### src/rtl/dmem_arbiter.sv
`default_nettype none
// ============================================================================
// Module      : dmem_arbiter
// Description : Shares the single-port data memory between the MEM pipeline
//               stage and a loader/debug port. It holds the RAM for LAT cycles
//               per access, alternates grants under contention and stalls the
//               pipeline until a MEM-stage access completes.
// Revision    : 1.0 - initial release
// ============================================================================
module dmem_arbiter #(
    parameter int LAT = 2,
    parameter int AW  = 32
) (
    input  logic          clk,
    input  logic          rst,
    input  logic          m_ce,
    input  logic          m_we,
    input  logic [AW-1:0] m_addr,
    input  logic [31:0]   m_wdata,
    output logic [31:0]   m_rdata,
    output logic          m_stall,
    input  logic          l_req,
    input  logic          l_we,
    input  logic [AW-1:0] l_addr,
    input  logic [31:0]   l_wdata,
    output logic          l_gnt,
    output logic          l_done,
    output logic [31:0]   l_rdata,
    output logic          ram_ce,
    output logic          ram_we,
    output logic [AW-1:0] ram_addr,
    output logic [31:0]   ram_wdata,
    input  logic [31:0]   ram_rdata
);

    localparam int c_CW = (LAT > 1) ? $clog2(LAT) : 1;
    localparam logic [c_CW-1:0] c_CNT_INIT = c_CW'(LAT - 1);

    localparam logic [1:0] c_IDLE = 2'd0;
    localparam logic [1:0] c_ACC  = 2'd1;
    localparam logic [1:0] c_RESP = 2'd2;

    localparam logic c_OWN_M = 1'b0;
    localparam logic c_OWN_L = 1'b1;

    logic [1:0]      r_state;
    logic [1:0]      w_state_nxt;
    logic            r_owner;
    logic            r_last;
    logic [c_CW-1:0] r_cnt;
    logic            r_we;
    logic [AW-1:0]   r_addr;
    logic [31:0]     r_wdata;
    logic [31:0]     r_rdata;

    logic            w_grant_m;
    logic            w_grant_l;
    logic            w_in_acc;
    logic            w_resp_m;
    logic            w_resp_l;

    // Next-state and grant decision; under contention the requester that was
    // not served last wins, so back-to-back traffic alternates.
    always_comb begin
        w_state_nxt = r_state;
        w_grant_m   = 1'b0;
        w_grant_l   = 1'b0;
        case (r_state)
            c_IDLE: begin
                if (m_ce && (!l_req || (r_last == c_OWN_L))) begin
                    w_grant_m   = 1'b1;
                    w_state_nxt = c_ACC;
                end else if (l_req) begin
                    w_grant_l   = 1'b1;
                    w_state_nxt = c_ACC;
                end
            end
            c_ACC: begin
                if (r_cnt == '0) begin
                    w_state_nxt = c_RESP;
                end
            end
            c_RESP: begin
                w_state_nxt = c_IDLE;
            end
            default: begin
                w_state_nxt = c_IDLE;
            end
        endcase
    end

    // State register.
    always_ff @(posedge clk) begin
        if (rst) begin
            r_state <= c_IDLE;
        end else begin
            r_state <= w_state_nxt;
        end
    end

    // Access context: winner's request is latched on grant, the latency
    // counter runs during ACC and read data is captured on the last ACC cycle.
    always_ff @(posedge clk) begin
        if (rst) begin
            r_owner <= c_OWN_M;
            r_last  <= c_OWN_L;
            r_cnt   <= '0;
            r_we    <= 1'b0;
            r_addr  <= '0;
            r_wdata <= '0;
            r_rdata <= '0;
        end else begin
            if (w_grant_m) begin
                r_owner <= c_OWN_M;
                r_last  <= c_OWN_M;
                r_cnt   <= c_CNT_INIT;
                r_we    <= m_we;
                r_addr  <= m_addr;
                r_wdata <= m_wdata;
            end else if (w_grant_l) begin
                r_owner <= c_OWN_L;
                r_last  <= c_OWN_L;
                r_cnt   <= c_CNT_INIT;
                r_we    <= l_we;
                r_addr  <= l_addr;
                r_wdata <= l_wdata;
            end else if (r_state == c_ACC) begin
                if (r_cnt == '0) begin
                    r_rdata <= ram_rdata;
                end else begin
                    r_cnt <= r_cnt - c_CW'(1);
                end
            end
        end
    end

    // Outputs are gated by rst so a mid-access reset drops the RAM strobes
    // and suppresses any response in the reset cycle itself.
    always_comb begin
        w_in_acc  = !rst && (r_state == c_ACC);
        w_resp_m  = !rst && (r_state == c_RESP) && (r_owner == c_OWN_M);
        w_resp_l  = !rst && (r_state == c_RESP) && (r_owner == c_OWN_L);

        ram_ce    = w_in_acc;
        ram_we    = w_in_acc && r_we;
        ram_addr  = w_in_acc ? r_addr  : '0;
        ram_wdata = w_in_acc ? r_wdata : '0;

        l_gnt     = w_in_acc && (r_owner == c_OWN_L);
        l_done    = w_resp_l;
        l_rdata   = w_resp_l ? r_rdata : '0;

        m_stall   = !rst && m_ce && !w_resp_m;
        m_rdata   = w_resp_m ? r_rdata : '0;
    end

endmodule
`default_nettype wire

### config.mk
export PLATFORM = sky130hd
export DESIGN_NAME = dmem_arbiter
export DESIGN_NICKNAME = d
export VERILOG_FILES = /design/src/rtl/dmem_arbiter.sv
export SDC_FILE = /design/constraint.sdc
export NUM_CORES = 1
export LEC_CHECK = 0
export ABC_AREA = 1
export BUFFER_PORTS_ARGS = -buffer_cell sky130_fd_sc_hd__buf_4
export CORE_ASPECT_RATIO = 1.4
export CORE_MARGIN = 5
export CORE_UTILIZATION = 41
export CTS_BUF_LIST = sky130_fd_sc_hd__clkbuf_16
export DETAILED_ROUTE_END_ITERATION = 10
export PLACE_DENSITY = 0.75
export SYNTH_ARGS = -nofsm -noshare
export SYNTH_HDL_FRONTEND = slang
export SYNTH_SLANG_ARGS = --single-unit
### constraint.sdc
create_clock -name clk -period 1.3 [get_ports clk]
set_input_delay 0.065 -clock clk [delete_from_list [all_inputs] [get_ports clk]]
set_output_delay 0.065 -clock clk [all_outputs]
set_load 0.05 [all_outputs]
==> results of run 1 <==
[kinds of logic (layout without fill, tap and decap cells)]
kind of cell / Yosys count / count (layout) / synth area share, %
AO/OA/AOI/OAI: 135 / 135 / 12.6
buffers and inverters: 245 / 601 / 17.9
flip-flops: 102 / 102 / 37.3
AND/OR/NAND/NOR: 403 / 404 / 32.2
[state kept, by name, indices dropped and copies added (netlist names)]
register,flops
r_rdata,32
r_state,2
r_cnt,1
r_we,1
r_addr,32
r_wdata,32
r_owner,1
r_last,1
[per-layer routing]
layer  vias up  part of all wire, %  wire length (um)  GRT usage [%]
li1       3485                    -                 -              -
met1      3906                   30             10100           32.7
met2       652                   51             16900           56.0
met4         0                  8.8              2920           18.4
met3       238                   10              3310           6.86
met5         -                    0                 0              0
[worst min path at each step]
stage                       start           to  slack (ps)  cells past startpoint
floorplan               l_addr[0]    r_addr[0]         260                      4
global placement    ram_rdata[11]  r_rdata[11]         340                      3
detailed placement  ram_rdata[12]  r_rdata[12]         350                      3
CTS                     l_addr[5]    r_addr[5]         0.8                      5
global route            l_addr[7]    r_addr[7]          20                      5
finish                 l_addr[21]   r_addr[21]         0.9                      5
[critical path, stage by stage, from the launching register on]
cell,delay (ps)
dfxtp_2,350
inv_4,80
nand3_4,90
nor2_4,210
inv_8,110
buf_12,160
nor2_4,180
buf_8,180
[cells in the final DEF (no fill, tap or decap), types with 3 or more instances in the layout]
| cell | Yosys | layout |
|---|---|---|
| a21oi_1 | 98 | 95 |
| clkbuf_16 | 0 | 19 |
| nand3_2 | 0 | 53 |
| buf_16 | 0 | 13 |
| nand3_4 | 0 | 7 |
| nor2_2 | 1 | 17 |
| o21ai_1 | 0 | 11 |
| nand4_1 | 65 | 65 |
| dlygate4sd3_1 | 0 | 19 |
| nand3_1 | 67 | 7 |
| inv_2 | 2 | 6 |
| buf_4 | 5 | 186 |
| clkinvlp_4 | 0 | 3 |
| inv_8 | 0 | 3 |
| inv_1 | 170 | 163 |
| o21ai_0 | 33 | 21 |
| buf_12 | 0 | 27 |
| buf_8 | 0 | 40 |
| dfxtp_1 | 102 | 99 |
| nand2_1 | 135 | 75 |
| nand2_4 | 0 | 41 |
| nor2_4 | 0 | 116 |
| nand2_2 | 0 | 19 |
| buf_6 | 0 | 116 |
[repair_timing]
item | CTS | global route
gates resized for setup | 304 | 268
endpoints found under the hold margin | 19 | 0
pin swaps | 11 | 23
setup buffers | 19 | 14
gates cloned | 18 | 13
endpoints found under the setup margin | 174 | 224
hold buffers | 19 | 0
[power groups by stage]
stage	clock network, mW	logic (mW)	registers, mW
floorplan	0	2.41	3.78
global placement	0	3.57	3.79
detailed placement	0	3.61	3.81
CTS	2.79	4.87	3.74
global route	2.91	6.51	3.82
finish	2.79	6.21	3.80
[metrics by stage]
stage                     instance area, sq um  instances
final                                    12000       1424
after global routing                     12000       1424
after CTS                                10800       1404
after detailed placement                  8550       1334
after global placement                    8550       1334
after floorplan                           5960        885
[cell type report]
type                            instances  area, sq um
Tap cell                              182          228
Timing Repair inverter                  1         3.75
Fill cell                             523         1210
Clock inverter                          7         73.8
Sequential cell                       102         2050
Multi-Input combinational cell        539         4120
Timing Repair Buffer                  412         4670
Inverter                              172          672
Clock buffer                            9          225
==> results_dict.tcl, run 1 <==
set metrics [dict create \
    drt_first_pass_iters 6 \
    vias 8281 \
    die_y_um 147 \
    dp_hpwl_um 14700 \
    grt_max_degree 69 \
    clkSlewWorstSetupHoldPaths_ps 80 \
    drt_iter0_drc 722 \
    worst_slack_ps -470 \
    maxCapViolations 0 \
    num_io_pins 299 \
    antenna_cells 0 \
    core_sq_mm 0.0133 \
    crit_required_ps 1240 \
    antenna_found_initial 0 \
    ir_worst_vdd_mv 0.898 \
    routed_via_density 5.82 \
    fp.dieArea_sq_mm 0.0158 \
    intPower_mw 7.67 \
    maxSlewHeadroom_pct 44.2 \
    cts.sinks 102 \
    rsz0062_at_grt "true" \
    critPathKind "flop to output port" \
    clock_skew_ps 9.84 \
    max_freq_ghz 0.565 \
    grt_first_pass_wirelength_um 39300 \
    first_global_vias 7460 \
    wl_per_cell_um 23.3 \
    layout-drive-gt1-share_pct 54.9 \
    ys.flop_type "dfxtp_1" \
    clkPwrFrac_pct 21.8 \
    yosysWarningCount 0 \
    htreeDepth 3 \
    ys_ff_latch 102 \
    ant_nets 0 \
    post-route-util_pct 90.8 \
    synthArstFlopShare_pct 0 \
    timing.critical_path.from "r_state[0]" \
    period_share_pct 136 \
    holdWs_ps 0.945 \
    violations "negative setup slack" \
    cts_tree "built" \
    wirelength_um 33200 \
    synth.largest_area_cell "dfxtp_1" \
    tightestPinTransition_ps 836 \
    syn_area_sq_mm 0.00547 \
    synthTopCellsByCount "inv_1, nand2_1, nor2_1" \
    tns_ps -69030 \
    min_period_ps 1770 \
    holdCritPathClass "input pin to flop" \
    fp-row-count 50 \
    yosys.cell_types.count 18 \
    postSynthCellCount 885 \
    setup_viol 212 \
    powerDensity_mw_per_mm2 1060 \
    net-switching-power_mw 5.12 \
    track_usage_pct 31.2 \
    p_comb_share_pct 48.5 \
    cp-end-kind "output port" \
    cts_root_buf "clkbuf_16" \
    setup.worst_path.start_class "flop" \
    clk_latency_ps 350 \
    finalPower_mw 12.8 \
    rr_endpoint "r_addr[25]" \
    yosys.area.top_type_share_pct 37.3 \
    initial_core_util_pct 41.3 \
    rr_startpoint "r_state[1]" \
    syn2layout_area_growth_pct 120 \
    slew_viol_final 0 \
    worstRegToRegCells 10 \
    hold_viol 0 \
    io_buffers 298 \
    status "finished with violations" \
    yosysMostFrequentCell "inv_1" \
    seq_power_share_pct 29.7 \
    leakage_nw 5.50 \
    r2r_setup_slack_ps -470 \
    endpoint "l_rdata[28]" \
    grt_overflow_total 0 \
    synth_edf_count 0 \
    swShare_pct 40.0 \
    cts-buffers-inserted 9 \
    die_w_um 108 \
    avgSynthCellArea_sq_um 6.18 \
    synth_nets 1051 \
    crit_fanout 7 \
    yosysSeqAreaShare_pct 37.3 \
    ctsLongestPathBuffers 2 \
    synth_area_leaders "dfxtp_1, inv_1, nand2_1" \
    routabilityCongestion 0.845 \
    drc_errors 0 \
    place_worst_setup_slack_ps -75.8 \
    layout.nets 1403 \
    crit_arrival_ps 1710 \
]
(Power assumes the default switching activity.)
==> run 2, diff against run 1 <==
--- a/config.mk
+++ b/config.mk
@@ -5,7 +5,6 @@
 export SDC_FILE = /design/constraint.sdc
 export NUM_CORES = 1
 export LEC_CHECK = 0
-export ABC_AREA = 1
 export BUFFER_PORTS_ARGS = -buffer_cell sky130_fd_sc_hd__buf_4
 export CORE_ASPECT_RATIO = 1.4
 export CORE_MARGIN = 5
==> results_dict.tcl, run 2 <==
set metrics [dict create \
    status "finished with violations" \
    violations "negative setup slack" \
    syn_area_sq_mm 0.00547 \
    wl_per_cell_um 23.6 \
    synth_edf_count 0 \
    cp_num_buf_inv 4 \
    max_freq_ghz 0.557 \
    ctsLongestPathBuffers 2 \
    crit_required_ps 1240 \
    tightestPinTransition_ps 771 \
    routed_via_density 5.90 \
    final_common_cell "buf_4" \
    drt_first_pass_iters 5 \
    synth_xor_area_share_pct 0 \
    die_y_um 147 \
    clock_skew_ps 11.3 \
    num_io_pins 299 \
    cts-buffers-inserted 9 \
    cts_tree "built" \
    setup.worst_path.start_class "flop" \
    ys_ff_latch 102 \
    post-route-util_pct 87.5 \
    yosysSeqAreaShare_pct 37.3 \
    yosys.area.top_type_share_pct 37.3 \
    grt_max_degree 58 \
    ir_worst_vdd_mv 0.664 \
    clkSlewWorstSetupHoldPaths_ps 80 \
    yosysWarningCount 0 \
    synth_fa_ha_area_share_pct 0 \
    vias 7337 \
    setup_viol 233 \
    maxCapViolations 0 \
    place_worst_setup_slack_ps -266 \
    dpl-instance-area_sq_mm 0.00835 \
    powerDensity_mw_per_mm2 944 \
    layout.nets 1222 \
    cts.sinks 102 \
    synth.largest_area_cell "dfxtp_1" \
    core_sq_mm 0.0133 \
    fp.dieArea_sq_mm 0.0158 \
    top_regs "r_addr (32), r_rdata (32), r_wdata (32)" \
    grt_overflow_total 0 \
    cts_root_buf "clkbuf_16" \
    period_share_pct 138 \
    holdCritPathClass "input pin to flop" \
    antenna_found_initial 0 \
    first_global_vias 6966 \
    rsz0062_at_grt "true" \
    ys.flop_type "dfxtp_1" \
    crit_arrival_ps 1730 \
    crit_slowest_cell "dfxtp_4" \
    synth_area_leaders "dfxtp_1, and2_1, a311oi_1" \
    routabilityCongestion 0.884 \
    layout-drive-gt1-share_pct 62.3 \
    syn2layout_area_growth_pct 112 \
    postSynthCellCount 698 \
    final_area_sq_mm 0.0116 \
    hold_viol 0 \
    yosysMostFrequentCell "and2_1" \
    grt_first_pass_wirelength_um 37000 \
    antenna_cells 0 \
    drt_iter0_drc 460 \
    yosys.cell_types.count 30 \
    cp-end-kind "output port" \
    crit_fanout 11 \
    cp_common_cell "buf_6" \
    critPathKind "flop to output port" \
    synthArstFlopShare_pct 0 \
    crit_chain "buf_6, nor3b_4, buf_6, clkbuf_16, and2_4, buf_8" \
    synth_simple_gate_area_share_pct 28.2 \
    avgSynthCellArea_sq_um 7.84 \
    htreeDepth 3 \
    track_usage_pct 29.4 \
    synth_compound_area_share_pct 25.9 \
    initial_core_util_pct 41.3 \
    die_w_um 108 \
    leakage_nw 4.75 \
    worst_slack_ps -495 \
    clk_latency_ps 350 \
    final_cell_mix "buf_4, buf_8, and2_4, dfxtp_1, a21oi_1" \
    synth_top_family_by_area "simple AND/OR/NAND/NOR gates" \
    synth_nets 864 \
    slew_viol_final 0 \
    min_period_ps 1790 \
    tns_ps -87280 \
    worst_path_largest_cell_delay_ps 350 \
    path_delay_family "buffers and inverters" \
    drc_errors 0 \
    fp-row-count 50 \
    dp_hpwl_um 14400 \
    maxSlewHeadroom_pct 48.6 \
    io_buffers 298 \
    ant_nets 0 \
    wirelength_um 29300 \
    synthTopCellsByCount "and2_1, dfxtp_1, a21oi_1" \
    synth_mux_area_share_pct 0 \
    finalPower_mw 11.0 \
]
[run 2: changes by cell type after synthesis, moves of 4 or more]
cell / delta
nand2_1: -68
buf_4: +8
nor2_1: -132
buf_6: +11
a311oi_1: +65
clkbuf_1: +9
buf_2: -18
inv_1: -169
and2_1: +130
o21ai_0: +4
nand4_1: -65
o21ai_1: +30
[run 2: per-stage QoR]
step | hold WS (ps) | cells
2_1_floorplan | 201 | 698
3_3_place_gp | 310 | 1140
3_5_place_dp | 322 | 1140
4_1_cts | 0.214 | 1223
5_1_grt | 11.4 | 1243
6_report | 7.22 | 1243
[run 2: cell type report]
type,count,area (sq um)
clock inverter,7,41.3
inverter,1,3.75
clock buffer,9,225
fill,613,1660
multi-input combinational,512,4120
timing repair buffer,430,4940
tap,182,228
sequential,102,2050
[run 2: cell families after synthesis]
family          count (synthesis)
compound gates                233
simple gates                  278
buf+inv                        85
flops                         102
[run 2: per-layer routing]
| layer | GRT usage, % | vias to the layer above | share of wire, % |
|---|---|---|---|
| met5 | 0 | - | 0 |
| met4 | 17.4 | 0 | 7.4 |
| met3 | 5.67 | 144 | 7.2 |
| met2 | 50.8 | 479 | 52 |
| met1 | 32.9 | 3506 | 34 |
| li1 | - | 3208 | - |
[run 2: what timing repair did]
item	4_1_cts	5_1_grt
hold buffers	45	3
gates resized for setup	252	194
gates cloned	9	11
pin swaps	11	133
endpoints found under the setup margin	231	235
buffers inserted	13	10
hold endpoints to repair	45	3
[run 2: worst paths after layout]
check | slack [ps] | start | cells after the start | end
worst max register to register | -450 | r_state[0] | 4 | r_wdata[27]
worst min-delay path | 7 | m_wdata[5] | 3 | r_wdata[5]
worst max-delay path | -490 | r_state[1] | 6 | ram_wdata[30]
worst min register to register | 470 | r_rdata[3] | 2 | r_rdata[3]
[run 2: worst reg2reg max path, stage by stage (launching register included)]
cell      delay, ps
dfxtp_2         330
or3b_4          540
buf_4           240
o21ai_0         310
a311oi_2        180
[run 2: report_power, final]
group          switching, mW  total (mW)  leakage, nW  internal [mW]
sequential             0.303        3.83        0.843           3.53
combinational           2.32        4.56         3.78           2.24
clock                   1.27        2.56        0.126           1.29
==> run 3, diff against run 2 <==
--- a/config.mk
+++ b/config.mk
@@ -7,7 +7,6 @@
 export LEC_CHECK = 0
 export BUFFER_PORTS_ARGS = -buffer_cell sky130_fd_sc_hd__buf_4
 export CORE_ASPECT_RATIO = 1.4
-export CORE_MARGIN = 5
 export CORE_UTILIZATION = 41
 export CTS_BUF_LIST = sky130_fd_sc_hd__clkbuf_16
 export DETAILED_ROUTE_END_ITERATION = 10
==> results_dict.tcl, run 3 (synthesis results as in run 2) <==
set metrics [dict create \
    violations "negative hold slack, negative setup slack" \
    clock_skew_ps 11.4 \
    maxCapViolations 0 \
    grt_overflow_total 0 \
    drc_errors 0 \
    worstRegToRegCells 7 \
    cts.sinks 102 \
    ant_nets 0 \
    track_usage_pct 29.6 \
    hold_viol 2 \
    clkPwrFrac_pct 23.2 \
    drt_iter0_drc 484 \
    io_buffers 298 \
    initial_core_util_pct 42.3 \
    first_global_vias 6440 \
    cp-end-kind "flop" \
    min_period_ps 1870 \
    slew_viol_final 0 \
    ctsLongestPathBuffers 2 \
    final_cell_mix "buf_4, buf_8, and2_4" \
    nFillCells 503 \
    critPathKind "flop to flop" \
    place_worst_setup_slack_ps -222 \
    cts-buffers-inserted 9 \
    powerDensity_mw_per_mm2 926 \
    tightestPinTransition_ps 746 \
    final_cells 1250 \
    swShare_pct 36.0 \
    wl_per_cell_um 24.7 \
    crit_slowest_cell "dfxtp_4" \
    drt_first_pass_iters 5 \
    wirelength_um 30900 \
    antenna_cells 0 \
    p_comb_share_pct 41.5 \
    multi_input_area_sq_mm 0.00411 \
    syn2layout_area_growth_pct 116 \
    die_w_um 99.6 \
    setup.worst_path.start_class "flop" \
    routed_via_density 6.18 \
    holdCritPathClass "input pin to flop" \
    htreeDepth 3 \
    crit_required_ps 1530 \
    core_sq_mm 0.0129 \
    fp-row-count 49 \
    grt.busiest_layer "met2" \
    leakage_nw 4.87 \
    grt.met3_usage_pct 7.11 \
    dp_cells 1126 \
    antenna_found_initial 0 \
    routabilityCongestion 0.848 \
    ir_worst_vdd_mv 0.764 \
    dpl-instance-area_sq_mm 0.00823 \
    clk_latency_ps 340 \
    num_io_pins 299 \
    cts_root_buf "clkbuf_16" \
    hp-start "m_addr[2]" \
    worst_slack_ps -575 \
    crit_fanout 7 \
    crit_chain "buf_4, buf_6, nor3b_4, buf_6, clkbuf_16, nand3_2, a311oi_1" \
    finalPower_mw 10.9 \
    grt_first_pass_wirelength_um 32500 \
    rsz0062_at_grt "true" \
    cp_common_cell "buf_6" \
    status "finished with violations" \
    rr_endpoint "r_addr[18]" \
    net-switching-power_mw 3.94 \
    worst_path_largest_cell_delay_ps 360 \
    top_regs "r_addr (32), r_rdata (32), r_wdata (32)" \
    final_common_cell "buf_4" \
    grt_util_met2_pct 52.6 \
    crit_arrival_ps 2110 \
    layout.nets 1234 \
    maxSlewHeadroom_pct 50.2 \
    max_freq_ghz 0.533 \
    seq_power_share_pct 35.3 \
    die_y_um 139 \
    layout-drive-gt1-share_pct 63.2 \
    path_delay_family "buffers and inverters" \
    hold_end "r_addr[2]" \
    ff_latch_area_sq_mm 0.00205 \
    r2r_setup_slack_ps -570 \
    dp_hpwl_um 12900 \
    final_area_sq_mm 0.0118 \
    fp.dieArea_sq_mm 0.0138 \
    hold_depth 3 \
    holdWs_ps -7.51 \
    cts_tree "built" \
    cp_num_buf_inv 4 \
    grt_max_degree 58 \
    vias 7719 \
    intPower_mw 7.00 \
    period_share_pct 144 \
    setup_viol 235 \
    rr_startpoint "r_state[0]" \
    gr-usage-met1_pct 32.3 \
    clkSlewWorstSetupHoldPaths_ps 80 \
]
-- run 3: cell type report --
class	count	area share, %
Clock buffer	9	1.91
Clock inverter	6	0.328
Inverter	1	0.0318
Multi-Input combinational cell	514	34.8
Sequential cell	102	17.3
Tap cell	178	1.88
Timing Repair Buffer	440	43.7
-- run 3: worst max-delay path by stage --
| stage | from | to | slack, ps | cells past startpoint |
|---|---|---|---|---|
| after floorplan | r_state[0] | r_wdata[10] | -100 | 6 |
| after global placement | r_state[0] | r_wdata[14] | -180 | 5 |
| after detailed placement | r_state[0] | r_addr[7] | -220 | 5 |
| after CTS | r_state[0] | l_gnt | -480 | 5 |
| after global routing | r_state[0] | r_addr[18] | -590 | 7 |
| final | r_state[0] | r_addr[18] | -570 | 7 |
-- run 3: worst min-delay path, cell delays in order --
cell and delay, ps:
buf_4 110, nand3_2 40, a311oi_1 70
-- run 3: power by group through the flow --
stage | Clock (mW) | Combinational, mW | Sequential, mW
2_1_floorplan | 0 | 1.85 | 3.75
3_3_place_gp | 0 | 2.77 | 3.82
3_5_place_dp | 0 | 2.80 | 3.83
4_1_cts | 2.53 | 3.05 | 3.76
5_1_grt | 2.68 | 4.70 | 3.88
6_report | 2.54 | 4.54 | 3.86
-- run 3: through the flow --
stage	hold WS [ps]	setup TNS (ps)	utilization, %
2_1_floorplan	201	-7590	-
3_3_place_gp	311	-21470	63.6
3_5_place_dp	321	-28720	63.6
4_1_cts	2.14	-78180	73.1
5_1_grt	-7.87	-102560	91.4
6_report	-7.51	-92030	91.4
-- run 3: per-layer routing --
| layer | vias to the layer above | routed length [um] |
|---|---|---|
| met4 | 0 | 2590 |
| li1 | 3230 | - |
| met3 | 219 | 2680 |
| met5 | - | 0 |
| met1 | 3635 | 9900 |
| met2 | 635 | 15700 |
-- run 3: repair_timing --
action | CTS | global route
gates resized for setup | 146 | 387
setup endpoints to repair | 231 | 235
pin swaps | 12 | 168
setup buffers | 5 | 18
hold endpoints to repair | 35 | 16
hold buffers | 35 | 16
cloned | 2 | 33
